File: src/rtl/mem_port_arbiter.sv
// mem_port_arbiter: shares one memory port between the IF and MEM pipeline stages.
// MEM has priority, but its consecutive grants are bounded while a fetch is waiting.
module mem_port_arbiter #(
    parameter int SIZE        = 31,
    parameter int MAX_MEM_RUN = 4
) (
    input  logic clk,
    input  logic reset_n,
    input  logic if_req,
    input  logic mem_req,
    input  logic mem_we,
    input  logic port_ready,
    output logic port_valid,
    output logic port_we,
    output logic sel,
    output logic if_ack,
    output logic mem_ack,
    output logic if_stall,
    output logic mem_stall
);
    typedef enum logic [1:0] {IDLE, BUSY_IF, BUSY_MEM} state_t;

    localparam logic [3:0] MAX_RUN = 4'(MAX_MEM_RUN);

    if (SIZE < 0 || MAX_MEM_RUN < 1 || MAX_MEM_RUN > 15) begin : g_bad_param
        $error("mem_port_arbiter: illegal parameter value");
    end

    state_t     state, next_state, decision;
    logic [3:0] run_cnt;
    logic       arb, grant_mem;

    always_ff @(posedge clk or negedge reset_n) begin
        if (!reset_n) state <= IDLE;
        else          state <= next_state;
    end

    // A new decision is taken when idle or when the current beat completes.
    always_comb begin
        arb        = (state == IDLE) || port_ready;
        grant_mem  = mem_req && ((run_cnt < MAX_RUN) || !if_req);
        decision   = grant_mem ? BUSY_MEM : if_req ? BUSY_IF : IDLE;
        next_state = arb ? decision : state;
    end

    always_ff @(posedge clk or negedge reset_n) begin
        if (!reset_n) begin
            sel     <= 1'b0;
            port_we <= 1'b0;
            run_cnt <= '0;
        end else if (arb) begin
            port_we <= grant_mem && mem_we;
            if (decision != IDLE) sel <= grant_mem;
            if (grant_mem && if_req)   run_cnt <= (run_cnt == MAX_RUN) ? run_cnt : run_cnt + 4'd1;
            else if (decision == BUSY_IF) run_cnt <= '0;
        end
    end

    always_comb begin
        port_valid = state != IDLE;
        if_ack     = (state == BUSY_IF) && port_ready;
        mem_ack    = (state == BUSY_MEM) && port_ready;
        if_stall   = if_req && !if_ack;
        mem_stall  = mem_req && !mem_ack;
    end
endmodule

File: config.mk
export PLATFORM = sky130hd
export DESIGN_NAME = mem_port_arbiter
export DESIGN_NICKNAME = d
export VERILOG_FILES = /design/src/rtl/mem_port_arbiter.sv
export SDC_FILE = /design/constraint.sdc
export NUM_CORES = 1
export LEC_CHECK = 0
export ABC_AREA = 1
export BUFFER_PORTS_ARGS = -buffer_cell sky130_fd_sc_hd__clkbuf_2
export CAP_MARGIN = 10
export CELL_PAD_IN_SITES_DETAIL_PLACEMENT = 0
export CELL_PAD_IN_SITES_GLOBAL_PLACEMENT = 1
export CORE_MARGIN = 4
export CORE_UTILIZATION = 30
export DETAILED_ROUTE_END_ITERATION = 10
export MAX_ROUTING_LAYER = met4
export PLACE_DENSITY = 0.71
export SKIP_CTS_REPAIR_TIMING = 1
export SLEW_MARGIN = 10
export SYNTH_ARGS = -nofsm -noshare
export SYNTH_HDL_FRONTEND = slang
export SYNTH_SLANG_ARGS = --single-unit
File: constraint.sdc
create_clock -name clk -period 2.8 [get_ports clk]
set_input_delay 0.56 -clock clk [delete_from_list [all_inputs] [get_ports clk]]
set_output_delay 0.56 -clock clk [all_outputs]
set_load 0.01 [all_outputs]
==> results.sh <==
export IMPL_outcome="finished, final reports clean"
export IMPL_cts_tree="built"
export IMPL_port_buffers=12
export IMPL_slew_violations=0
export IMPL_first_global_vias=366
export IMPL_core_mm2=0.001334
export IMPL_worstMarginPinSlew_ps=217.7
export IMPL_cts_buffers=3
export IMPL_arrival_ps=1040
export IMPL_clk_root_buffer_cell="clkbuf_4"
export IMPL_area_delta_synth_final_pct=23.08
export IMPL_ys_seq_area_frac=0.4558
export IMPL_fin_nets=88
export IMPL_finalHoldViolations=0
export IMPL_cts_num_sinks=8
export IMPL_crit_type="flop to primary output"
export IMPL_die_h_um=46.26
export IMPL_routedWlPerCell_um=9.774
export IMPL_power_density_mw_per_mm2=520.4
export IMPL_power_uw=281.3
export IMPL_drive_above_1_share=0.2308
export IMPL_setup_viol=0
export IMPL_die_area_mm2=0.002140
export IMPL_finClkSkew_ps=2.614
export IMPL_preCtsSetupSlack_ps=1203
export IMPL_dr_pass1_iters=4
export IMPL_grt_max_degree=9
export IMPL_fmax_ghz=0.6254
export IMPL_gp_congestion=0.6947
export IMPL_worstPathMaxFanout=5
export IMPL_io_pins=13
export IMPL_period_needed_ps=1599
export IMPL_syn_inst=63
export IMPL_clk_latency_ps=250
export IMPL_hold_class="input port to asynchronous set/reset pin"
export IMPL_vdd_drop_max_v=0.0002328
export IMPL_ys_ff_latch=8
export IMPL_vias=392
export IMPL_drv_cap=0
export IMPL_drc=0
export IMPL_grtUsageTotal=0.1079
export IMPL_setup_slack_ps=1201
export IMPL_grt_overflow_total=0
export IMPL_syn_area_um2=439.2
export IMPL_ys_types=12
export IMPL_rsz0062_at_grt="false"
export IMPL_path_clk_slew_ps=60
export IMPL_dpl_hpwl_um=705.4
export IMPL_whs_ps=151.7
export IMPL_multiInputGateArea_um2=197.7
export IMPL_relSlewSlack=0.8549
export IMPL_drtIter0Drc=12
export IMPL_ys_warnings_count=0
export IMPL_register_area_um2=200.2
export IMPL_cts_max_path_buffers=2
export IMPL_initial_core_util=0.3293
export IMPL_grt_pass1_wl_um=1531
export IMPL_cts_htree_levels=1
export IMPL_grt_antenna_before_repair=0
export IMPL_die_w_um=46.26
export IMPL_finalSetupTns_ps=0
export IMPL_rows=13
export IMPL_cp_end_kind="primary output"
export IMPL_synth_nets=71
export IMPL_num_antenna_cells=0
export IMPL_ant_nets=0
export IMPL_leakagePower_uw=0.0003112
export IMPL_fillCellCount=153
export IMPL_via_per_inst=4.215
export IMPL_period_share=0.5711
export IMPL_syn_area_per_cell_um2=6.971
export IMPL_required_ps=2240
export IMPL_wl_um=909
export IMPL_cp_start_kind="flop"
[routing by layer]
metal / up-vias / global-route usage / part of all wire
met5: - / - / 0
met4: 0 / 0.05114 / 0
met3: 0 / 0.03516 / 0.070
met2: 9 / 0.1593 / 0.42
met1: 164 / 0.1316 / 0.51
li1: 219 / - / -
[sequential cells by signal, indices dropped and copies added (netlist names)]
register and count:
run_cnt 4, sel 1, state 2, port_we 1
[where the power goes]
group / total (uW) / internal, uW / switching, uW
registers: 137 / 127 / 10.4
clock network: 87.2 / 49.0 / 38.2
logic: 57.0 / 21.8 / 35.3
[worst paths after layout]
kind / startpoint / cells after the start / slack (ps) / end
max: state[0] / 4 / 1200 / if_stall
min: reset_n / 1 / 150 / state[0]
max reg2reg: state[1] / 5 / 1780 / run_cnt[1]
min reg2reg: port_we / 2 / 490 / port_we
max in group asynchronous: reset_n / 1 / 2460 / run_cnt[3]
min in group clk: port_we / 2 / 490 / port_we
[area by class of cell]
type                       instances  area share
sequential                         8      0.3704
tap                               15     0.03472
multi-input combinational         44      0.3657
inverter                          11     0.07639
timing repair buffer              12      0.1111
clock buffer                       3     0.04167
[metrics by stage]
step           instance area [um2]  cells    util
6_report                     540.5     93  0.4053
5_1_grt                      540.5     93  0.4053
4_1_cts                      540.5     93  0.4053
3_5_place_dp                 518.0     90  0.3884
3_3_place_gp                 518.0     90  0.3884
2_1_floorplan                439.2     63       -
[cells in the mapped netlist (all sizes together)]
cell type / n / area (um2)
nand2: 22 / 85.09
o21ai: 4 / 23.77
dfrtp: 8 / 200.2
ha: 2 / 25.02
nor2: 14 / 52.55
nand3: 1 / 5.000
inv: 11 / 41.29
nand4: 1 / 6.260
[cell usage in the layout, fill, tap and decap left out]
cell      count
o21ai_2       1
o21ai_1       1
nand2_1      21
dfrtp_1       8
inv_2         1
nand2_2       1
inv_1        10
o21ai_0       2
clkbuf_2     12
clkbuf_4      3
nand4_1       1
nor2_1       14
nand3_1       1
ha_1          2
[worst max-delay path, cell delays in order, from the launching register on]
cell	delay [ps]
dfrtp_1	410
nand2_1	70
nor2_1	130
nor2_1	50
clkbuf_2	120
[kinds of logic (layout without fill, tap and decap cells)]
logic type / Yosys count / in the layout / share of synthesized area
AO/OA/AOI/OAI: 4 / 4 / 0.05412
adder cells (fa/ha/maj): 2 / 2 / 0.05697
buffers and inverters: 11 / 26 / 0.09402
AND/OR/NAND/NOR: 38 / 38 / 0.3390
flip-flops: 8 / 8 / 0.4558
No activity file was read; power rests on OpenSTA's default activity.
